==> src/rtl/sar_search_ctrl_pkg.sv <==
// Shared types for the successive-approximation search controller:
// state encoding, comparator flag bundle and the flag legality check.
package sar_search_ctrl_pkg;

  typedef enum logic [1:0] {
    S_IDLE   = 2'd0,
    S_SETTLE = 2'd1,
    S_DECIDE = 2'd2
  } sar_state_e;

  typedef struct packed {
    logic greater;
    logic lesser;
    logic equal;
  } cmp_flags_t;

  // A healthy comparator reports exactly one relation per trial.
  function automatic logic flags_legal(input cmp_flags_t f);
    return $onehot(f);
  endfunction

endpackage

==> src/rtl/sar_search_ctrl_if.sv <==
// Controller <-> comparator/requester bundle; master = search controller side.
interface sar_search_ctrl_if #(
  parameter int WIDTH = 8
);
  logic             start;
  logic             cmp_greater;
  logic             cmp_lesser;
  logic             cmp_equal;
  logic [WIDTH-1:0] trial;
  logic             busy;
  logic             done;
  logic [WIDTH-1:0] result;
  logic             err;

  modport master (
    input  start, cmp_greater, cmp_lesser, cmp_equal,
    output trial, busy, done, result, err
  );

  modport slave (
    output start, cmp_greater, cmp_lesser, cmp_equal,
    input  trial, busy, done, result, err
  );
endinterface

==> src/rtl/sar_search_ctrl.sv <==
// Successive-approximation search: resolves one bit per DECIDE, MSB first; optional SAR_EARLY_EXIT_EN stops on equal.
// Latency: done WIDTH*(SETTLE+1) cycles after start is sampled (fewer with early exit on a hit).
// Backpressure: none; start is only sampled in IDLE, ignored while busy.
module sar_search_ctrl
  import sar_search_ctrl_pkg::*;
#(
  parameter int WIDTH  = 8,
  parameter int SETTLE = 0
) (
  input  logic               clk,
  input  logic               rst,
  sar_search_ctrl_if.master  bus
);

  localparam int BW = (WIDTH > 1) ? $clog2(WIDTH) : 1;
  localparam int CW = (SETTLE > 1) ? $clog2(SETTLE) : 1;
  localparam logic [BW-1:0]    BIT_MSB   = BW'(WIDTH - 1);
  localparam logic [WIDTH-1:0] TRIAL_MSB = {1'b1, {(WIDTH-1){1'b0}}};
  localparam sar_state_e       STEP_STATE = (SETTLE == 0) ? S_DECIDE : S_SETTLE;

  sar_state_e       state_q, state_d;
  logic [WIDTH-1:0] trial_q, trial_d;
  logic [WIDTH-1:0] result_q, result_d;
  logic [BW-1:0]    bit_idx_q, bit_idx_d;
  logic [CW-1:0]    settle_q, settle_d;
  logic             busy_q, busy_d;
  logic             done_q, done_d;
  logic             err_q, err_d;
  cmp_flags_t       flags;

  assign flags = '{greater: bus.cmp_greater, lesser: bus.cmp_lesser, equal: bus.cmp_equal};

  always_ff @(posedge clk or posedge rst) begin
    if (rst) begin
      state_q   <= S_IDLE;
      trial_q   <= '0;
      result_q  <= '0;
      bit_idx_q <= BIT_MSB;
      settle_q  <= '0;
      busy_q    <= 1'b0;
      done_q    <= 1'b0;
      err_q     <= 1'b0;
    end else begin
      state_q   <= state_d;
      trial_q   <= trial_d;
      result_q  <= result_d;
      bit_idx_q <= bit_idx_d;
      settle_q  <= settle_d;
      busy_q    <= busy_d;
      done_q    <= done_d;
      err_q     <= err_d;
    end
  end

  always_comb begin
    state_d   = state_q;
    trial_d   = trial_q;
    result_d  = result_q;
    bit_idx_d = bit_idx_q;
    settle_d  = settle_q;
    busy_d    = busy_q;
    done_d    = 1'b0;
    err_d     = 1'b0;

    case (state_q)
      S_IDLE: begin
        if (bus.start) begin
          trial_d   = TRIAL_MSB;
          bit_idx_d = BIT_MSB;
          settle_d  = '0;
          busy_d    = 1'b1;
          state_d   = STEP_STATE;
        end
      end

      S_SETTLE: begin
        if (int'(settle_q) == SETTLE - 1) begin
          settle_d = '0;
          state_d  = S_DECIDE;
        end else begin
          settle_d = settle_q + 1'b1;
        end
      end

      S_DECIDE: begin
        if (!flags_legal(flags)) begin
          err_d   = 1'b1;
          busy_d  = 1'b0;
          trial_d = '0;
          state_d = S_IDLE;
        end
`ifdef SAR_EARLY_EXIT_EN
        else if (flags.equal) begin
          result_d = trial_q;
          done_d   = 1'b1;
          busy_d   = 1'b0;
          state_d  = S_IDLE;
        end
`endif
        else begin
          // Target below the trial means this bit overshoots and must be dropped.
          if (flags.lesser) trial_d[bit_idx_q] = 1'b0;
          if (bit_idx_q != '0) begin
            trial_d[bit_idx_q - 1'b1] = 1'b1;
            bit_idx_d = bit_idx_q - 1'b1;
            settle_d  = '0;
            state_d   = STEP_STATE;
          end else begin
            result_d = trial_d;
            done_d   = 1'b1;
            busy_d   = 1'b0;
            state_d  = S_IDLE;
          end
        end
      end

      default: state_d = S_IDLE;
    endcase
  end

  assign bus.trial  = trial_q;
  assign bus.busy   = busy_q;
  assign bus.done   = done_q;
  assign bus.result = result_q;
  assign bus.err    = err_q;

endmodule
==> src/flat_wrapper.sv <==
// flat-port wrapper written by rule: the top's interface ports become plain ports
module sar_search_ctrl_flat import sar_search_ctrl_pkg::*;
#(
  parameter int WIDTH  = 8,
  parameter int SETTLE = 0
)
  (clk, rst, bus_start, bus_cmp_greater, bus_cmp_lesser, bus_cmp_equal, bus_trial, bus_busy, bus_done, bus_result, bus_err);
  sar_search_ctrl_if #(.WIDTH(WIDTH)) bus_i ();
  input  logic clk;
  input  logic rst;
  input wire logic [$bits(bus_i.start)-1:0] bus_start;
  input wire logic [$bits(bus_i.cmp_greater)-1:0] bus_cmp_greater;
  input wire logic [$bits(bus_i.cmp_lesser)-1:0] bus_cmp_lesser;
  input wire logic [$bits(bus_i.cmp_equal)-1:0] bus_cmp_equal;
  output wire logic [$bits(bus_i.trial)-1:0] bus_trial;
  output wire logic [$bits(bus_i.busy)-1:0] bus_busy;
  output wire logic [$bits(bus_i.done)-1:0] bus_done;
  output wire logic [$bits(bus_i.result)-1:0] bus_result;
  output wire logic [$bits(bus_i.err)-1:0] bus_err;
  assign bus_i.start = bus_start;
  assign bus_i.cmp_greater = bus_cmp_greater;
  assign bus_i.cmp_lesser = bus_cmp_lesser;
  assign bus_i.cmp_equal = bus_cmp_equal;
  assign bus_trial = bus_i.trial;
  assign bus_busy = bus_i.busy;
  assign bus_done = bus_i.done;
  assign bus_result = bus_i.result;
  assign bus_err = bus_i.err;
  sar_search_ctrl #(.WIDTH(WIDTH), .SETTLE(SETTLE)) u_core (.clk(clk), .rst(rst), .bus(bus_i));
endmodule
==> config.mk <==
export PLATFORM = sky130hd
export DESIGN_NAME = sar_search_ctrl_flat
export DESIGN_NICKNAME = d
export VERILOG_FILES = /design/src/rtl/sar_search_ctrl_pkg.sv /design/src/rtl/sar_search_ctrl_if.sv /design/src/rtl/sar_search_ctrl.sv /design/src/flat_wrapper.sv
export SDC_FILE = /design/constraint.sdc
export NUM_CORES = 1
export LEC_CHECK = 0
export BUFFER_PORTS_ARGS = -buffer_cell sky130_fd_sc_hd__buf_2
export CAP_MARGIN = 20
export CORE_ASPECT_RATIO = 0.6
export CORE_MARGIN = 4
export CORE_UTILIZATION = 48
export CTS_CLUSTER_DIAMETER = 200
export DETAILED_ROUTE_END_ITERATION = 10
export GPL_TIMING_DRIVEN = 0
export PLACE_DENSITY = 0.68
export REMOVE_ABC_BUFFERS = 1
export SLEW_MARGIN = 0
export SYNTH_ARGS = -nofsm -noshare
export SYNTH_HDL_FRONTEND = slang
export SYNTH_SLANG_ARGS = --single-unit
==> constraint.sdc <==
create_clock -name clk -period 4.4 [get_ports clk]
set_input_delay 0.66 -clock clk [delete_from_list [all_inputs] [get_ports clk]]
set_output_delay 0.66 -clock clk [all_outputs]
set_load 0.02 [all_outputs]
; ---- Word-level counts from Yosys, hierarchy flattened
; Cells that the tools add are included.
[word_totals]
register_bits = 24
out_inout_bits = 19
elab_cells = 64
[op_classes]
n_addsub = 3
order_cmp = 4
eq_ne = 7
muxes = 28
bitwise_logic = 5
reduce_logical = 10
[ops]
columns = operator, count
row1 = two-way mux 8 bit, 6
row2 = one-hot mux 8 bit (2 select lines), 1
row3 = two-way mux 1 bit, 10
row4 = two-way mux 3 bit, 3
row5 = bitwise AND 8 bit, 1
row6 = "< comparator 3 x 4 -> 1 bit, second input constant", 2
row7 = NOT 8 bit, 1
row8 = bitwise OR 8 bit, 1
row9 = demux 1 bit (select 3 bit), 2
row10 = ">= comparator 3 x 1 -> 1 bit, second input constant", 2
row11 = two-way mux 2 bit, 3
row12 = one-hot mux 2 bit (3 select lines), 1
row13 = one-hot mux 3 bit (2 select lines), 1
row14 = AND reduction 3 bit, 2
row15 = "equality test 2 x 1 -> 1 bit, second input constant", 2
row16 = "inequality test 2 x 1 -> 1 bit, second input constant", 2
row17 = AND reduction 2 bit, 2
row18 = AND reduction 4 bit, 1
row19 = "inequality test 3 bit, second input constant", 1
row20 = nonzero test 3 bit, 1
row21 = "subtractor 3 x 1 -> 3 bit, second input constant", 1
row22 = adder 1 x 1 -> 2 bit, 1
row23 = adder 2 x 1 -> 2 bit, 1
row24 = "equality test 2 bit, second input constant", 1
row25 = 6 further kinds, 8

; ---- Depth between registers and ports, before layout
; Gate-level depths: netlist of the first run.
[depth]
word_depth = 13
ltp_mapped = 6

; ---- Least setup slack after synthesis of the first run
; OpenSTA, ideal clock, no wires.
[synth_path]
kind = input to register
start = input port bus_cmp_equal
end = register u_core.result_q[0], in the netlist u_core.bus.result[0]
setup_ps = 125
t_arrival_ps = 1981
setup_slack_ps = 2294
stages = 6
path_buffers = 1
path_cell_list = inv_1 -> fa_1 -> and2b_1 -> nand4b_1 -> buf_6 -> mux2_4
[synth_via]
elab_chain_cells = 4
[synth_rtl]
columns = element, line
row1 = from (decl), flat_wrapper.sv:14  ; input wire logic [$bits(bus_i.cmp_equal)-1:0] bus_cmp_equal;
row2 = adder 1 x 1 -> 2 bit (not written as such), sar_search_ctrl_pkg.sv:19  ; return $onehot(f);
row3 = adder 2 x 1 -> 2 bit (not written as such), sar_search_ctrl_pkg.sv:19
row4 = equality test 2 x 1 -> 1 bit, sar_search_ctrl_pkg.sv:19
row5 = AND reduction 3 bit (no source line), -
row6 = to (signal assigned), sar_search_ctrl.sv:46  ; result_q <= result_d;
row7 = to (decl), sar_search_ctrl.sv:23  ; logic [WIDTH-1:0] result_q, result_d;
; Every way passes these cells.
; A chain may end at the register's enable or synchronous reset.

; ---- Worst setup path after layout of the first run
[layout_path]
start = input port bus_cmp_lesser
end = register u_core.result_q[6], in the netlist u_core.bus.result[6]
[layout_via]
elab_chain_cells = 4
[layout_rtl]
columns = element, line
row1 = from (decl), flat_wrapper.sv:13  ; input wire logic [$bits(bus_i.cmp_lesser)-1:0] bus_cmp_lesser;
row2 = adder 1 x 1 -> 2 bit (not written as such), sar_search_ctrl_pkg.sv:19
row3 = adder 2 x 1 -> 2 bit (not written as such), sar_search_ctrl_pkg.sv:19
row4 = equality test 2 x 1 -> 1 bit, sar_search_ctrl_pkg.sv:19
row5 = AND reduction 3 bit (no source line), -
; Parallel ways exist; a longest one is shown, timed or not. The select of a mux whose other input is x is not followed.

==> flow_summary.json, run 1 <==
{
  "highest_delay_cell_along_the_critical_path": "sky130_fd_sc_hd__nand4b_1",
  "antenna_found_initial": 0,
  "synth.area.top_cells": "sky130_fd_sc_hd__dfrtp_1 39%, sky130_fd_sc_hd__dfstp_2 6.1%, sky130_fd_sc_hd__inv_1 4.6%",
  "die_y_um": 48.2,
  "port-buffer-count": 24,
  "min-delay-path-class": "flop to flop",
  "post-route-worst-setup-slack_ps": 1500,
  "rr_endpoint": "u_core.bus.result[6]",
  "switching_share_pct": 33.3,
  "cts_buffers": 3,
  "cp-start-kind": "primary input",
  "dpl.hpwl_um": 2080,
  "worst_hold_slack_ps": 510,
  "path_cells": "buf_2, inv_1, fa_1, and2b_1, nand4b_1, mux2_4",
  "cts.root.buffer_cell": "sky130_fd_sc_hd__clkbuf_8",
  "number_of_global_route_vias_before_repair": 1005,
  "cts_post_setup_buffers_inserted": 0,
  "grt_first_pass_wirelength_um": 4760,
  "drt_pre_antenna_iters": 4,
  "ys_dominant_reg_cell": "sky130_fd_sc_hd__dfrtp_1",
  "area.growth.synth_to_final_pct": 11.8,
  "ctsLongestPathBuffers": 2,
  "synth_common_cells": "20 x sky130_fd_sc_hd__dfrtp_1, 16 x sky130_fd_sc_hd__inv_1, 6 x sky130_fd_sc_hd__nor2_1, 6 x sky130_fd_sc_hd__o21ai_0",
  "reg2regPathDepth": 4,
  "power.switching_mw": 0.168,
  "synth-seq-cells": 23,
  "syn_area_mm2": 0.00129,
  "seqPwrFrac_pct": 51.1,
  "synth-seq-area-share_pct": 44.7,
  "worst_skew_pair.late_latency_ps": 270,
  "drt_iter0_drc": 78,
  "slew_viol_final": 0,
  "layout_worst_path_cycle_share_pct": 65.9,
  "setup_viol": 0,
  "comb_power_share_pct": 22.4,
  "number_of_enable_flip_flop_cells_after_synthesis": 0,
  "power.share.clock_pct": 26.5,
  "async_reset_ff_share_pct": 100,
  "drv.max_cap_violation_count": 0,
  "synthesis.instances": 130,
  "ios": 25,
  "pwr_density_cell_mw_per_mm2": 349,
  "highest_clock_frequency_the_design_can_meet_mhz": 345,
  "layout-drive-gt1-share_pct": 26.0,
  "tritoncts_clock_tree": "built",
  "post_synth_num_cell_types": 38,
  "dr_total_vias": 1025,
  "clk_pin_slew_worst_paths_ps": 80,
  "antenna_violating_nets_left": 0,
  "synth_area_leader_cell": "sky130_fd_sc_hd__dfrtp_1",
  "design.core.area_mm2": 0.00254,
  "unrepaired_setup_endpoints_after_global_routing": "no",
  "detail_route.drc_violations": 0,
  "max_slew.worst_pin.slew_ps": 887,
  "end_kind": "flop",
  "synth_top_area_share_pct": 38.6,
  "yosysWarnings": 0,
  "reg2reg_slack_ps": 2220,
  "run_status": "completed",
  "routed_via_density": 5.63,
  "cts-hold-fix-buffers": 0,
  "pre_cts_slack_ps": 1220,
  "power.leakage_nw": 0.749,
  "finalHoldViolations": 0,
  "finalCoreUtilization_pct": 57.0,
  "fill_cells": 221,
  "worst_path_largest_cell_delay_ps": 670,
  "ctsResizeCount": 0,
  "crit_required_ps": 4550,
  "wire_per_inst_um": 15.8,
  "final_design_area_no_fill_mm2": 0.00145,
  "yosys.cell_count.top_type": "sky130_fd_sc_hd__dfrtp_1",
  "worst-setup-path-type": "primary input to flop",
  "die_x_um": 75.1,
  "rr_startpoint": "u_core.bit_idx_q[0]",
  "max-vdd-ir-drop_mv": 0.244,
  "worst_clock_skew_ps": 3.04,
  "antenna_cells_inserted": 0,
  "cts.htree.levels": 1,
  "postRouteWirelength_um": 2880,
  "post_dp_cell_area_mm2": 0.00140,
  "worst-endpoint-arrival_ps": 3050,
  "timing.final.crit_period_ps": 2900,
  "setup_crit_end": "u_core.bus.result[6]",
  "place.gp.congestion": 0.897,
  "grt_max_degree": 24,
  "fin_setup_tns_ps": 0,
  "synthesis.area_per_instance_um2": 9.96,
  "rows": 14,
  "floorplan.initialDensity_pct": 51.0,
  "critical_path.startpoint": "bus_cmp_lesser",
  "die_area_mm2": 0.00362,
  "finish.net_count": 160,
  "p_int_mw": 0.337,
  "worst_slew_margin_rel_pct": 40.8,
  "grt_resource_usage_total_pct": 18.0,
  "cts_num_sinks": 23,
  "critPathMaxFanout": 12,
  "overflow": 0
}
cell usage in the layout, fill, tap and decap left out, types with 3 or more instances in the layout:
master | synthesis | final
sky130_fd_sc_hd__o2bb2ai_1 | 3 | 3
sky130_fd_sc_hd__dfstp_2 | 3 | 3
sky130_fd_sc_hd__a31oi_1 | 4 | 4
sky130_fd_sc_hd__a21oi_1 | 4 | 4
sky130_fd_sc_hd__nand3_1 | 4 | 4
sky130_fd_sc_hd__nand4b_1 | 3 | 3
sky130_fd_sc_hd__mux2_4 | 4 | 4
sky130_fd_sc_hd__o21ai_1 | 4 | 4
sky130_fd_sc_hd__o22ai_1 | 3 | 3
sky130_fd_sc_hd__inv_1 | 16 | 16
sky130_fd_sc_hd__buf_2 | 4 | 24
sky130_fd_sc_hd__nor2b_1 | 5 | 5
sky130_fd_sc_hd__nor2_1 | 6 | 6
sky130_fd_sc_hd__nand2_1 | 5 | 5
sky130_fd_sc_hd__o21ai_0 | 6 | 6
sky130_fd_sc_hd__dfrtp_1 | 20 | 20
sky130_fd_sc_hd__clkbuf_8 | 0 | 3
sky130_fd_sc_hd__nor3_1 | 4 | 4
sky130_fd_sc_hd__mux2i_1 | 4 | 4
area by class of cell:
type,count,area (um^2),area share (%)
multi-input combinational,82,598,41.3
sequential,23,579,40.0
timing repair buffer,24,120,8.30
inverter,17,63.8,4.41
clock buffer,3,41.3,2.85
tap,32,40.0,2.77
clock inverter,1,5.00,0.346
worst max-delay path, delay by kind of cell:
| family | cells | cell delay, ps |
|---|---|---|
| buffers and inverters | 2 | 260 |
| adder cells (fa/ha/maj) | 1 | 470 |
| multiplexers | 1 | 530 |
| AND/OR/NAND/NOR | 2 | 1130 |
through the flow:
step           power (mW)  cells
3_3_place_gp        0.368    178
2_1_floorplan       0.335    122
5_1_grt             0.535    182
3_5_place_dp        0.375    178
6_report            0.505    182
4_1_cts             0.509    182
registers in the layout, indices dropped and copies added, names as in the netlist:
register and cells:
u_core.bit_idx_q 3, u_core.bus.busy 1, u_core.bus.done 1, u_core.bus.err 1, u_core.bus.result 8, u_core.bus.trial 8, u_core.state_q 1
power by group through the flow:
| stage | clock, mW | sequential [mW] | combinational, mW |
|---|---|---|---|
| 2_1_floorplan | 0 | 0.270 | 0.0649 |
| 3_5_place_dp | 0 | 0.262 | 0.113 |
| 4_1_cts | 0.138 | 0.257 | 0.113 |
| 5_1_grt | 0.145 | 0.262 | 0.128 |
| 3_3_place_gp | 0 | 0.259 | 0.109 |
| 6_report | 0.134 | 0.258 | 0.113 |
worst min path at each step:
stage                                    start              endpoint  slack (ps)  depth (start not counted)
after floorplan            u_core.bit_idx_q[0]   u_core.bit_idx_q[0]         560                          2
after global placement    u_core.bus.result[6]  u_core.bus.result[6]         490                          1
after detailed placement   u_core.bus.trial[1]   u_core.bus.trial[1]         490                          1
after CTS                  u_core.bus.trial[1]   u_core.bus.trial[1]         510                          1
after global routing      u_core.bus.result[4]  u_core.bus.result[4]         530                          1
final                      u_core.bus.trial[1]   u_core.bus.trial[1]         510                          1
logic make-up after synthesis:
family | after synthesis | share of synthesized area (%)
AOI/OAI and AO/OA | 27 | 12.9
DFF | 23 | 44.7
muxes | 8 | 7.73
buffers and inverters | 25 | 9.08
adders and majority gates | 3 | 3.48
and+or+nand+nor | 44 | 22.0
metal layers:
| layer | track usage [%] | up-vias | wire, um |
|---|---|---|---|
| li1 | - | 493 | - |
| met1 | 24.3 | 480 | 1380 |
| met2 | 26.5 | 46 | 1170 |
| met3 | 6.58 | 6 | 283 |
| met4 | 7.09 | 0 | 37 |
| met5 | 0 | - | 0 |
Note: power is estimated with default switching activity, not from simulation.
==> inputs of run 2 (changes only) <==
--- a/config.mk
+++ b/config.mk
@@ -5,15 +5,16 @@
 export SDC_FILE = /design/constraint.sdc
 export NUM_CORES = 1
 export LEC_CHECK = 0
+export ABC_AREA = 1
 export BUFFER_PORTS_ARGS = -buffer_cell sky130_fd_sc_hd__buf_2
 export CAP_MARGIN = 20
 export CORE_ASPECT_RATIO = 0.6
 export CORE_MARGIN = 4
-export CORE_UTILIZATION = 48
+export CORE_UTILIZATION = 47
 export CTS_CLUSTER_DIAMETER = 200
 export DETAILED_ROUTE_END_ITERATION = 10
 export GPL_TIMING_DRIVEN = 0
-export PLACE_DENSITY = 0.68
+export PLACE_DENSITY = 0.7
 export REMOVE_ABC_BUFFERS = 1
 export SLEW_MARGIN = 0
 export SYNTH_ARGS = -nofsm -noshare
==> constraint.sdc (replaced) <==
create_clock -name clk -period 2.3 [get_ports clk]
set_input_delay 0.345 -clock clk [delete_from_list [all_inputs] [get_ports clk]]
set_output_delay 0.345 -clock clk [all_outputs]
set_load 0.02 [all_outputs]
==> run 2 against run 1 <==
Effect of this change: combinational power rose by 140%; via count shrank 4.9%; flip-flop and latch count unchanged; register-to-register slack got worse by 1600 ps; utilization is 3.3 points higher; first-iteration DRC count increased by 10%; power grew 94%; worst setup slack got worse by 870 ps; die area down 6.6%; global-route usage fell by 1.2 points; critical path type unchanged.
==> flow_summary.json, run 2 <==
{
  "ctsResizeCount": 0,
  "switching_share_pct": 34.3,
  "drv.max_cap_violation_count": 0,
  "cts.htree.levels": 1,
  "routed_via_density": 4.92,
  "ys_dominant_reg_cell": "sky130_fd_sc_hd__dfrtp_1",
  "power.share.clock_pct": 24.5,
  "fill_cells": 196,
  "max-vdd-ir-drop_mv": 0.320,
  "comb_power_share_pct": 27.4,
  "antenna_found_initial": 0,
  "overflow": 0,
  "layout_worst_path_cycle_share_pct": 72.5,
  "finalHoldViolations": 0,
  "cp-start-kind": "primary input",
  "cts_num_sinks": 23,
  "die_x_um": 72.4,
  "highest_clock_frequency_the_design_can_meet_mhz": 600,
  "grt_resource_usage_total_pct": 16.8,
  "critPathMaxFanout": 17,
  "p_int_mw": 0.643,
  "wire_per_inst_um": 12.3,
  "layout_commonest_cell": "sky130_fd_sc_hd__nand2_1",
  "timing.final.crit_period_ps": 1670,
  "ios": 25,
  "post_synth_num_cell_types": 18,
  "seqPwrFrac_pct": 48.1,
  "end_kind": "flop",
  "die_y_um": 46.7,
  "ctsLongestPathBuffers": 2,
  "postRouteWirelength_um": 2430,
  "dr_total_vias": 975,
  "clk_pin_slew_worst_paths_ps": 70,
  "power.switching_mw": 0.335,
  "design.core.area_mm2": 0.00226,
  "run_status": "completed",
  "worst-endpoint-arrival_ps": 1810,
  "fin_setup_tns_ps": 0,
  "number_of_global_route_vias_before_repair": 849,
  "async_reset_ff_share_pct": 100,
  "cts_buffers": 3,
  "power.leakage_nw": 0.810,
  "min-delay-path-class": "primary input to asynchronous set/reset pin",
  "synthesis.area_per_instance_um2": 8.31,
  "cts-hold-fix-buffers": 0,
  "finish.net_count": 178,
  "synth_common_cells": "55 x sky130_fd_sc_hd__nand2_1, 20 x sky130_fd_sc_hd__dfrtp_1, 12 x sky130_fd_sc_hd__inv_1",
  "final_design_area_no_fill_mm2": 0.00136,
  "number_of_enable_flip_flop_cells_after_synthesis": 0,
  "grt_first_pass_wirelength_um": 4200,
  "worst_slew_margin_rel_pct": 44.9,
  "unrepaired_setup_endpoints_after_global_routing": "no",
  "post_dp_cell_area_mm2": 0.00132,
  "port-buffer-count": 24,
  "die_area_mm2": 0.00338,
  "synth_area_leader_cell": "sky130_fd_sc_hd__dfrtp_1",
  "synth_top_area_share_pct": 42.7,
  "floorplan.initialDensity_pct": 51.8,
  "synth-seq-area-share_pct": 49.5,
  "detail_route.drc_violations": 0,
  "cts_post_setup_buffers_inserted": 0,
  "grt_max_degree": 24,
  "leading_cell_types_in_the_layout_fill_and_taps_excluded": "55 x sky130_fd_sc_hd__nand2_1, 24 x sky130_fd_sc_hd__buf_2, 20 x sky130_fd_sc_hd__dfrtp_1",
  "worst_skew_pair.late_latency_ps": 260,
  "worst_hold_slack_ps": 237,
  "pwr_density_cell_mw_per_mm2": 717,
  "crit_required_ps": 2440,
  "syn_area_mm2": 0.00117,
  "drt_pre_antenna_iters": 4,
  "rows": 13,
  "synth-seq-cells": 23,
  "worst_clock_skew_ps": 1.71,
  "antenna_violating_nets_left": 0,
  "antenna_cells_inserted": 0,
  "yosysWarnings": 0,
  "worst-setup-path-type": "primary input to flop",
  "setup_viol": 0,
  "layout-drive-gt1-share_pct": 28.0,
  "dpl.hpwl_um": 1900,
  "synthesis.instances": 141,
  "area.growth.synth_to_final_pct": 16.5,
  "place.gp.congestion": 0.912,
  "drt_iter0_drc": 86,
  "yosys.cell_count.top_type": "sky130_fd_sc_hd__nand2_1",
  "synth.area.top_cells": "sky130_fd_sc_hd__dfrtp_1 43%, sky130_fd_sc_hd__nand2_1 18%, sky130_fd_sc_hd__dfstp_2 6.7%",
  "max_slew.worst_pin.slew_ps": 826,
  "cts.root.buffer_cell": "sky130_fd_sc_hd__clkbuf_8",
  "slew_viol_final": 0,
  "tritoncts_clock_tree": "built"
}
run 2: worst paths after layout:
kind	from	slack [ps]	depth (start not counted)	end
hold / removal	rst	240	2	u_core.bus.result[7]
max in group asynchronous	rst	1550	2	u_core.state_q[1]
setup reg to reg	u_core.bit_idx_q[0]	660	7	u_core.bus.trial[7]
min in group clk	bus_start	380	3	u_core.state_q[1]
hold reg to reg	u_core.bus.result[4]	480	2	u_core.bus.result[4]
setup / recovery	bus_cmp_lesser	630	9	u_core.bus.result[3]
run 2: cell type report:
cell class                      instances  area (um^2)  share of cell area (%)
Tap cell                               30         37.5                    2.75
Clock inverter                          1         5.00                   0.367
Clock buffer                            3         41.3                    3.03
Timing Repair Buffer                   24          120                    8.81
Inverter                               14         52.6                    3.85
Multi-Input combinational cell        103          528                    38.7
Sequential cell                        23          579                    42.5
run 2: per-layer routing:
metal	routed length, um	track usage (%)
met5	0	0
met2	928	21.5
met1	1290	25.5
met3	203	6.32
met4	12	4.78
run 2: kinds of logic (layout without fill, tap and decap cells):
| group | after synthesis | after routing | synth area share, % |
|---|---|---|---|
| simple gates | 78 | 78 | 29.3 |
| compound gates | 22 | 22 | 12.0 |
| flops | 23 | 23 | 49.5 |
| fa+ha+maj | 3 | 3 | 3.85 |
| buf+inv | 15 | 42 | 5.45 |
run 2: power by group through the flow:
stage | Clock (mW) | Sequential, mW | Combinational, mW
after detailed placement | 0 | 0.477 | 0.267
final | 0.239 | 0.470 | 0.268
after CTS | 0.251 | 0.470 | 0.267
after global routing | 0.276 | 0.475 | 0.303
after global placement | 0 | 0.477 | 0.265
after floorplan | 0 | 0.498 | 0.168
run 2: worst max-delay path, stage by stage:
cell                      delay (ps)
sky130_fd_sc_hd__buf_2           100
sky130_fd_sc_hd__inv_1            50
sky130_fd_sc_hd__fa_1            440
sky130_fd_sc_hd__inv_1            60
sky130_fd_sc_hd__nand2_1         130
sky130_fd_sc_hd__nor2_8          210
sky130_fd_sc_hd__nand3_4         250
sky130_fd_sc_hd__nand2_1         160
sky130_fd_sc_hd__o21ai_2          60
run 2: metrics by stage:
stage	utilization (%)	setup slack [ps]	power (mW)	instances
final	60.3	632	0.978	198
after global routing	60.3	509	1.05	198
after CTS	60.3	629	0.988	198
after detailed placement	58.3	346	0.744	194
after global placement	58.3	387	0.741	194
after floorplan	-	631	0.667	140
==> inputs of run 3 (changes only) <==
--- a/config.mk
+++ b/config.mk
@@ -10,11 +10,11 @@
 export CAP_MARGIN = 20
 export CORE_ASPECT_RATIO = 0.6
 export CORE_MARGIN = 4
-export CORE_UTILIZATION = 47
+export CORE_UTILIZATION = 48
 export CTS_CLUSTER_DIAMETER = 200
 export DETAILED_ROUTE_END_ITERATION = 10
 export GPL_TIMING_DRIVEN = 0
-export PLACE_DENSITY = 0.7
+export PLACE_DENSITY = 0.69
 export REMOVE_ABC_BUFFERS = 1
 export SLEW_MARGIN = 0
 export SYNTH_ARGS = -nofsm -noshare
==> constraint.sdc (replaced) <==
create_clock -name clk -period 1.54 [get_ports clk]
set_input_delay 0.231 -clock clk [delete_from_list [all_inputs] [get_ports clk]]
set_output_delay 0.231 -clock clk [all_outputs]
set_load 0.02 [all_outputs]
==> run 3 against run 2 <==
Effect of this change: die area is 1.8% lower; combinational power is 70% higher; critical path type unchanged; critical path depth stayed put; largest power group unchanged; power is 56% higher; clock skew is 1.1 ps higher.
==> flow_summary.json, run 3 (synthesis gave the netlist of run 2 again) <==
{
  "worst-setup-path-type": "primary input to flop",
  "cts.root.buffer_cell": "sky130_fd_sc_hd__clkbuf_8",
  "die_area_mm2": 0.00332,
  "cts.htree.levels": 1,
  "fin_setup_tns_ps": 0,
  "routed.top_layer": "met3",
  "leading_cell_types_in_the_layout_fill_and_taps_excluded": "53 x sky130_fd_sc_hd__nand2_1, 24 x sky130_fd_sc_hd__buf_2, 20 x sky130_fd_sc_hd__dfrtp_1",
  "power_mw": 1.52,
  "die_x_um": 71.8,
  "seqPwrFrac_pct": 46.5,
  "ios": 25,
  "timing.final.crit_period_ps": 1480,
  "port-buffer-count": 24,
  "min-delay-path-class": "primary input to asynchronous set/reset pin",
  "dr_total_vias": 1012,
  "place.gp.congestion": 0.934,
  "worst_path_largest_cell_delay_ps": 410,
  "clk_pin_slew_worst_paths_ps": 80,
  "routed-wl-met2_um": 1170,
  "drt_pre_antenna_iters": 4,
  "grt_resource_usage_total_pct": 17.8,
  "critical_path.n_buffers_inverters": 3,
  "highest_clock_frequency_the_design_can_meet_mhz": 678,
  "power.switching_mw": 0.532,
  "layout_commonest_cell": "sky130_fd_sc_hd__nand2_1",
  "overflow": 0,
  "cts_buffers": 3,
  "comb_power_share_pct": 29.9,
  "power.share.clock_pct": 23.6,
  "design.core.area_mm2": 0.00224,
  "grt_max_degree": 24,
  "finalHoldViolations": 0,
  "run_status": "completed",
  "route.met3.wl_um": 217,
  "layout_worst_path_cycle_share_pct": 95.8,
  "finish.net_count": 180,
  "tritoncts_clock_tree": "built",
  "layout-drive-gt1-share_pct": 34.1,
  "max-vdd-ir-drop_mv": 0.762,
  "detail_route.drc_violations": 0,
  "crit_required_ps": 1680,
  "fill_cells": 199,
  "path_cells": "buf_2, inv_1, fa_1, inv_1, nand2_1, nor2_8, nand3_4, nand2_1, o21ai_2",
  "rows": 13,
  "slew_viol_final": 0,
  "area.growth.synth_to_final_pct": 22.0,
  "antenna_violating_nets_left": 0,
  "die_y_um": 46.3,
  "dpl.hpwl_um": 1880,
  "m1WireLength_um": 1270,
  "cpLargestDelayFamily": "simple AND/OR/NAND/NOR gates",
  "setup_viol": 0,
  "pwr_density_cell_mw_per_mm2": 1070,
  "postRouteWirelength_um": 2660,
  "ctsLongestPathBuffers": 2,
  "highest_delay_cell_along_the_critical_path": "sky130_fd_sc_hd__fa_1",
  "max_slew.worst_pin.slew_ps": 860,
  "number_of_global_route_vias_before_repair": 911,
  "drv.max_cap_violation_count": 0,
  "cts_num_sinks": 23,
  "end_kind": "flop",
  "grt_first_pass_wirelength_um": 4400,
  "worst_slew_margin_rel_pct": 42.6,
  "switching_share_pct": 34.9,
  "p_int_mw": 0.992,
  "drt_iter0_drc": 129,
  "antenna_found_initial": 0,
  "critPathMaxFanout": 10,
  "antenna_cells_inserted": 0,
  "power.leakage_nw": 0.805,
  "wire_per_inst_um": 13.3,
  "routed_via_density": 5.06,
  "worst_skew_pair.late_latency_ps": 260,
  "cp-start-kind": "primary input",
  "floorplan.initialDensity_pct": 52.2,
  "worst-endpoint-arrival_ps": 1620,
  "worst_clock_skew_ps": 2.85
}
## run 3: changes by cell type in the layout (fill, tap and decap cells not counted)
cell / delta
sky130_fd_sc_hd__a21oi_2: +2
sky130_fd_sc_hd__inv_1: -3
sky130_fd_sc_hd__inv_4: +1
sky130_fd_sc_hd__ha_1: -2
sky130_fd_sc_hd__inv_2: +2
sky130_fd_sc_hd__nand2_2: +2
sky130_fd_sc_hd__nand2_1: -2
sky130_fd_sc_hd__nand3_4: +1
sky130_fd_sc_hd__buf_4: +1
sky130_fd_sc_hd__a21oi_1: -2
sky130_fd_sc_hd__ha_4: +2
## run 3: repair_timing
action / 4_1_cts / 5_1_grt
pin swaps: 1 / 1
hold buffers: 0 / 0
gates cloned: 1 / 0
resized for setup: 3 / 9
setup buffers: 0 / 1
setup endpoints to repair: 9 / 15
## run 3: power by group through the flow
stage / clock [mW] / combinational [mW] / sequential [mW]
2_1_floorplan: 0 / 0.252 / 0.744
3_3_place_gp: 0 / 0.389 / 0.712
3_5_place_dp: 0 / 0.393 / 0.714
4_1_cts: 0.376 / 0.422 / 0.704
5_1_grt: 0.415 / 0.509 / 0.717
6_report: 0.359 / 0.455 / 0.709
## run 3: layout make-up
cell class	instances	area, um^2	share of cell area (%)
Clock buffer	3	41.3	2.89
Timing Repair Buffer	25	128	8.93
Multi-Input combinational cell	104	583	40.8
Inverter	14	55.1	3.85
Sequential cell	23	579	40.5
Tap cell	30	37.5	2.63
Clock inverter	1	5.00	0.350
## run 3: worst reg2reg max path, delay by kind of cell (launching register included)
family	cells	cell delay, ps
adders and majority gates	1	170
and+or+nand+nor	6	460
DFF	1	590
buffers and inverters	2	150
## run 3: final timing paths
| check | from | endpoint | slack [ps] | depth (start not counted) |
|---|---|---|---|---|
| max in group asynchronous | rst | u_core.state_q[1] | 870 | 2 |
| setup reg to reg | u_core.bit_idx_q[0] | u_core.bus.trial[3] | 110 | 9 |
| hold reg to reg | u_core.bus.result[0] | u_core.bus.result[0] | 480 | 2 |
| min in group clk | bus_start | u_core.state_q[1] | 260 | 3 |
| hold / removal | rst | u_core.bus.err | 140 | 2 |
| setup / recovery | bus_cmp_lesser | u_core.bus.result[3] | 60 | 9 |
## run 3: metal layers
layer	vias to the layer above	global-route usage [%]
li1	514	-
met1	464	25.7
met3	0	7.19
met5	-	0
met4	0	4.12
met2	34	24.6
## run 3: stage by stage
stage | hold WS, ps | worst slack (ps) | util [%] | cells | area [um^2]
final | 137 | 64.0 | 63.7 | 200 | 1430
after global routing | 211 | -12.5 | 63.7 | 200 | 1430
after CTS | 158 | 6.08 | 61.8 | 199 | 1390
after detailed placement | 442 | -281 | 58.7 | 194 | 1320
after global placement | 439 | -255 | 58.7 | 194 | 1320
after floorplan | 231 | -14.8 | - | 140 | 1160
